**src/rtl/spell_sequencer.sv**
```systemverilog
// Spell CPU control stage: owns pc/sp/stack, fetches opcode+operand, commits execute results, then write/delay/sleep.
// Access states hold all request fields until mem_ack (2 cycles at zero-wait); EXEC is always exactly one cycle.
module spell_sequencer #(
  parameter int         DELAY_CYCLES = 16,
  parameter logic [7:0] OP_CODE_READ = 8'h3F,
  parameter logic [7:0] OP_DATA_READ = 8'h72
) (
  input  logic       clk,
  input  logic       rst_n,
  input  logic       run,
  input  logic       step,
  input  logic       wake,
  output logic       mem_req,
  output logic       mem_we,
  output logic       mem_type_data,
  output logic [7:0] mem_addr,
  output logic [7:0] mem_wdata,
  input  logic [7:0] mem_rdata,
  input  logic       mem_ack,
  output logic [7:0] exec_opcode,
  output logic [7:0] exec_pc,
  output logic [4:0] exec_sp,
  output logic [7:0] exec_stack_top,
  output logic [7:0] exec_stack_belowtop,
  output logic [7:0] exec_memory_input,
  input  logic [7:0] next_pc,
  input  logic [4:0] next_sp,
  input  logic [1:0] stack_write_count,
  input  logic [7:0] set_stack_top,
  input  logic [7:0] set_stack_belowtop,
  input  logic       memory_write_en,
  input  logic       memory_write_type_data,
  input  logic [7:0] memory_write_addr,
  input  logic [7:0] memory_write_data,
  input  logic [7:0] delay_amount,
  input  logic       sleep,
  output logic       busy,
  output logic       sleeping,
  output logic [7:0] pc,
  output logic [4:0] sp
);

  localparam int            PW        = (DELAY_CYCLES > 1) ? $clog2(DELAY_CYCLES) : 1;
  localparam logic [PW-1:0] PRESC_MAX = PW'(DELAY_CYCLES - 1);

  typedef enum logic [2:0] {
    S_IDLE, S_FETCH, S_READ, S_EXEC, S_WRITE, S_DELAY, S_SLEEP
  } state_t;

  state_t        state_q, state_d, end_state;
  logic [7:0]    pc_q, opcode_q, operand_q;
  logic [4:0]    sp_q;
  logic          step_q;
  logic          wr_type_q;
  logic [7:0]    wr_addr_q, wr_data_q;
  logic [7:0]    unit_q;
  logic [PW-1:0] presc_q;
  logic [7:0]    stack_mem [0:31];
  logic          delay_done;

  assign exec_opcode         = opcode_q;
  assign exec_pc             = pc_q;
  assign exec_sp             = sp_q;
  assign exec_stack_top      = stack_mem[sp_q - 5'd1];
  assign exec_stack_belowtop = stack_mem[sp_q - 5'd2];
  assign exec_memory_input   = operand_q;
  assign pc                  = pc_q;
  assign sp                  = sp_q;

  assign delay_done = (presc_q == PRESC_MAX) && (unit_q == 8'd1);

  // END is folded into every transition that would reach it.
  always_comb begin
    end_state = (run && !step_q) ? S_FETCH : S_IDLE;
    state_d   = state_q;
    case (state_q)
      S_IDLE:  if (run || step) state_d = S_FETCH;
      S_FETCH: if (mem_ack)
                 state_d = (mem_rdata == OP_CODE_READ || mem_rdata == OP_DATA_READ) ? S_READ : S_EXEC;
      S_READ:  if (mem_ack) state_d = S_EXEC;
      S_EXEC: begin
        if (memory_write_en)          state_d = S_WRITE;
        else if (delay_amount != 8'd0) state_d = S_DELAY;
        else if (sleep)               state_d = S_SLEEP;
        else                          state_d = end_state;
      end
      S_WRITE: if (mem_ack) state_d = end_state;
      S_DELAY: if (delay_done) state_d = end_state;
      S_SLEEP: begin
        if (!run && !step_q) state_d = S_IDLE;
        else if (wake)       state_d = end_state;
      end
      default: state_d = S_IDLE;
    endcase
  end

  always_ff @(posedge clk) begin
    if (!rst_n) begin
      state_q   <= S_IDLE;
      pc_q      <= 8'd0;
      sp_q      <= 5'd0;
      opcode_q  <= 8'd0;
      operand_q <= 8'd0;
      step_q    <= 1'b0;
      wr_type_q <= 1'b0;
      wr_addr_q <= 8'd0;
      wr_data_q <= 8'd0;
      unit_q    <= 8'd0;
      presc_q   <= '0;
    end else begin
      state_q <= state_d;
      case (state_q)
        S_IDLE:  if (run || step) step_q <= step & ~run;
        S_FETCH: if (mem_ack) opcode_q <= mem_rdata;
        S_READ:  if (mem_ack) operand_q <= mem_rdata;
        S_EXEC: begin
          pc_q      <= next_pc;
          sp_q      <= next_sp;
          wr_type_q <= memory_write_type_data;
          wr_addr_q <= memory_write_addr;
          wr_data_q <= memory_write_data;
          unit_q    <= delay_amount;
          presc_q   <= '0;
        end
        S_DELAY: begin
          if (presc_q == PRESC_MAX) begin
            presc_q <= '0;
            unit_q  <= unit_q - 8'd1;
          end else begin
            presc_q <= presc_q + PW'(1);
          end
        end
        default: ;
      endcase
      if (state_d == S_IDLE) step_q <= 1'b0;
    end
  end

  // Stack storage is deliberately not reset.
  always_ff @(posedge clk) begin
    if (rst_n && state_q == S_EXEC) begin
      if (stack_write_count != 2'd0) stack_mem[next_sp - 5'd1] <= set_stack_top;
      if (stack_write_count[1])      stack_mem[next_sp - 5'd2] <= set_stack_belowtop;
    end
  end

  always_comb begin
    mem_req       = 1'b0;
    mem_we        = 1'b0;
    mem_type_data = 1'b0;
    mem_addr      = 8'd0;
    mem_wdata     = 8'd0;
    case (state_q)
      S_FETCH: begin
        mem_req  = 1'b1;
        mem_addr = pc_q;
      end
      S_READ: begin
        mem_req       = 1'b1;
        mem_type_data = (opcode_q == OP_DATA_READ);
        mem_addr      = exec_stack_top;
      end
      S_WRITE: begin
        mem_req       = 1'b1;
        mem_we        = 1'b1;
        mem_type_data = wr_type_q;
        mem_addr      = wr_addr_q;
        mem_wdata     = wr_data_q;
      end
      default: ;
    endcase
    busy     = (state_q != S_IDLE) && (state_q != S_SLEEP);
    sleeping = (state_q == S_SLEEP);
  end

endmodule

```
**config.mk**
```make
export PLATFORM = sky130hd
export DESIGN_NAME = spell_sequencer
export DESIGN_NICKNAME = d
export VERILOG_FILES = /design/src/rtl/spell_sequencer.sv
export SDC_FILE = /design/constraint.sdc
export NUM_CORES = 1
export LEC_CHECK = 0
export CAP_MARGIN = 20
export CORE_ASPECT_RATIO = 1.1
export CORE_MARGIN = 8
export CORE_UTILIZATION = 57
export DETAILED_ROUTE_END_ITERATION = 7
export PLACE_DENSITY = 0.78
export SLEW_MARGIN = 20
export SYNTH_ARGS = -nofsm -noshare
export SYNTH_HDL_FRONTEND = slang
export SYNTH_SLANG_ARGS = --single-unit
```
**constraint.sdc**
```tcl
create_clock -name clk -period 5.4 [get_ports clk]
set_input_delay 1.08 -clock clk [delete_from_list [all_inputs] [get_ports clk]]
set_output_delay 1.08 -clock clk [all_outputs]
set_load 0.03 [all_outputs]
```
==> results.yml <==
floorplanning:
  die-height_um: 208
  fp-row-count: 70
  dieArea_um2: 39700
  core-area_um2: 33200
  ios: 151
  start_util: 0.576
  fp.dieW_um: 191
critical_path:
  required_ns: 4.32
  worst_setup_path_start_kind: "flip-flop"
  worstSetupEndpointType: "primary output"
  crit_arrival_ns: 4.05
  crit_fanout: 25
  rr_worst_depth: 5
  crit_type: "reg2out"
placed_design:
  place.gp.congestion: 0.936
  dp.cells: 1915
  hpwl_um: 39100
  io_buffers: 150
  placed_cell_area_um2: 20900
power_and_ir_drop:
  p_leak_nw: 7.01
  clkPwrFrac: 0.397
  internal-power_w: 0.00438
  combPwrFrac: 0.145
  netSwitchingPower_w: 0.00148
  vdd_ir_drop_max_v: 0.000168
  p_seq_frac: 0.458
  netSwitchingFraction: 0.252
  power_density_nw_per_um2: 267
worst_hold_path:
  hp-class: "reg2reg"
  hold_depth: 2
timing:
  slew_violations: 0
  min_period_ns: 5.13
  fmaxAchievable_mhz: 195
  slew-limit-headroom: 0.267
  tightestPinTransition_ns: 1.10
  hold_viol: 0
  period_share: 0.949
  finClkSkew_ns: 0.0143
  tns_ns: 0
  rsz0062_at_grt: "no"
  setup_viol: 0
routing:
  drt_iter0_drc: 1788
  drt-pass1-iter-count: 5
  wire_per_inst_um: 28.8
  wl_um: 56800
  drc: 0
  via_per_inst: 6.84
  vias: 13500
  ant_nets: 0
cells_and_area:
  final_util: 0.661
  multi_input_area_um2: 9470
  syn2layout_area_growth_pct: 14.8
  drive_above_1_share: 0.298
  n_antenna_cell: 0
  fin_area_um2: 21900
  register_area_um2: 8930
  finalNetCount: 1600
  fillerInstances: 2408
  layout.cells.non_filler: 1974
  most-common-layout-cells: "edfxtp_1, mux2_2, clkdlybuf4s50_1"
  layout_commonest_cell: "edfxtp_1"
clock_tree:
  cts_root_buf: "clkbuf_16"
  cts_hold_buf: 0
  path_clk_slew_ns: 0.06
  post_cts_buffers: 0
  cts_resized: 0
  h-tree-depth: 2
  cts_tree: "done"
  clk_path_buf_depth: 3
  clk_latency_ns: 0.53
  cts_made_buffers: 35
  clkSinkCount: 318
logic_synthesis:
  synth_nets: 1522
  ys_types: 58
  syn_avg_cell_area_um2: 13.3
  yosys_most_used_dff: "edfxtp_1"
  netlist_area_um2: 19100
  syn_inst: 1442
  ys_warn_count: 0
  seq_area_frac_synth: 0.467
  async_reset_ff_frac: 0
  synth-edff-count: 256
  ys_ff_latch: 318
global_route:
  antenna_found_initial: 1
  grt-ovfl-total: 0
  grt_max_degree: 129
  grt_first_pass_wirelength_um: 84500
  grt_pass1_vias: 13200
  track_usage: 0.280
flow_run:
  maxCapViolCount: 0
outcome:
  status: "finished, final reports clean"
## per-layer routing
metal  vias to the layer above  global-route usage  routed length, µm
li1                       5749                   -                  -
met1                      6761               0.367              21400
met5                         -                   0                 13
met4                         2              0.0918               1860
met2                       894               0.448              26600
met3                       104              0.0714               6850
## state kept, by name, indices dropped and copies added (netlist names)
| register | cells |
|---|---|
| exec_opcode | 8 |
| unit_q | 8 |
| exec_pc | 8 |
| wr_data_q | 8 |
| presc_q | 4 |
| wr_addr_q | 8 |
| state_q | 3 |
| wr_type_q | 1 |
| exec_memory_input | 8 |
| stack_mem | 256 |
| exec_sp | 5 |
| step_q | 1 |
## kinds of logic (layout without fill, tap and decap cells)
group / Yosys count / count (layout) / share of synthesized area
simple gates: 365 / 365 / 0.0956
compound gates: 155 / 155 / 0.0573
xor+xnor: 9 / 9 / 0.00412
fa+ha+maj: 8 / 8 / 0.00524
flops: 318 / 318 / 0.467
buf+inv: 168 / 268 / 0.0400
mux: 419 / 419 / 0.331
## cells in the mapped netlist (3+ instances only)
master	count	area, µm²
mux2i_1	11	110
buf_2	25	125
or4_1	3	22.5
a32oi_1	3	26.3
and2_1	19	119
o221a_2	3	33.8
buf_1	7	26.3
nor2b_1	16	100
o21bai_1	25	188
ha_1	8	100
mux2_2	198	2230
xor2_1	5	43.8
a31oi_1	4	25.0
edfxtp_1	256	7690
or3_1	9	56.3
nor2_1	36	135
buf_6	4	45.0
buf_4	19	143
or2_2	6	37.5
inv_1	10	37.5
nor3_1	46	230
nand2b_1	5	31.3
mux2_1	66	743
o21ai_0	30	150
nor4_1	25	156
nand2_1	139	522
xnor2_1	4	35.0
and3b_1	9	78.8
dfxtp_1	62	1240
nand3_1	19	95.1
mux4_2	144	3240
a21oi_1	13	65.1
nor3b_1	3	22.5
and3_1	18	113
clkbuf_1	102	383
o221ai_1	8	70.1
a21boi_0	45	338
a22oi_1	10	75.1
## power by group through the flow
stage | Combinational (W) | Sequential, W | Clock, W
2_1_floorplan | 0.000501 | 0.00274 | 0
3_3_place_gp | 0.000823 | 0.00273 | 0
3_5_place_dp | 0.000833 | 0.00273 | 0
4_1_cts | 0.000838 | 0.00268 | 0.00234
5_1_grt | 0.000894 | 0.00268 | 0.00242
6_report | 0.000849 | 0.00268 | 0.00232
## final cells by class
class,instances,share of cell area
clock buffer,53,0.0470
timing repair buffer,199,0.0856
multi-input combinational,956,0.432
sequential,318,0.407
inverter,10,0.00171
tap,432,0.0246
clock inverter,6,0.00234
## worst max-delay path, cell delays in order (launching register included)
cell and delay, ns:
dfxtp_1 0.55, inv_1 0.13, ha_1 0.20, a21boi_1 0.40, xor2_4 0.60, buf_4 0.37, and3_1 0.21, nor4_1 0.06
or3_1 0.35, clkdlybuf4s50_1 0.64
## final timing paths
check,start,slack (ns),to
worst max register to register,state_q[0],2.02,stack_mem[20][7]
worst max-delay path,exec_sp[2],0.27,mem_addr[5]
worst min-delay path,wr_data_q[4],0.46,wr_data_q[4]
worst min register to register,wr_data_q[4],0.46,wr_data_q[4]
## through the flow
stage | total power [W] | setup WS (ns) | hold slack (ns)
final | 0.00585 | 0.273 | 0.461
after global routing | 0.00600 | 0.0852 | 0.486
after CTS | 0.00586 | 0.296 | 0.462
after detailed placement | 0.00357 | 0.789 | 0.452
after global placement | 0.00356 | 0.926 | 0.442
after floorplan | 0.00324 | 0.840 | 0.431
Power figures use the tool's default switching activity.
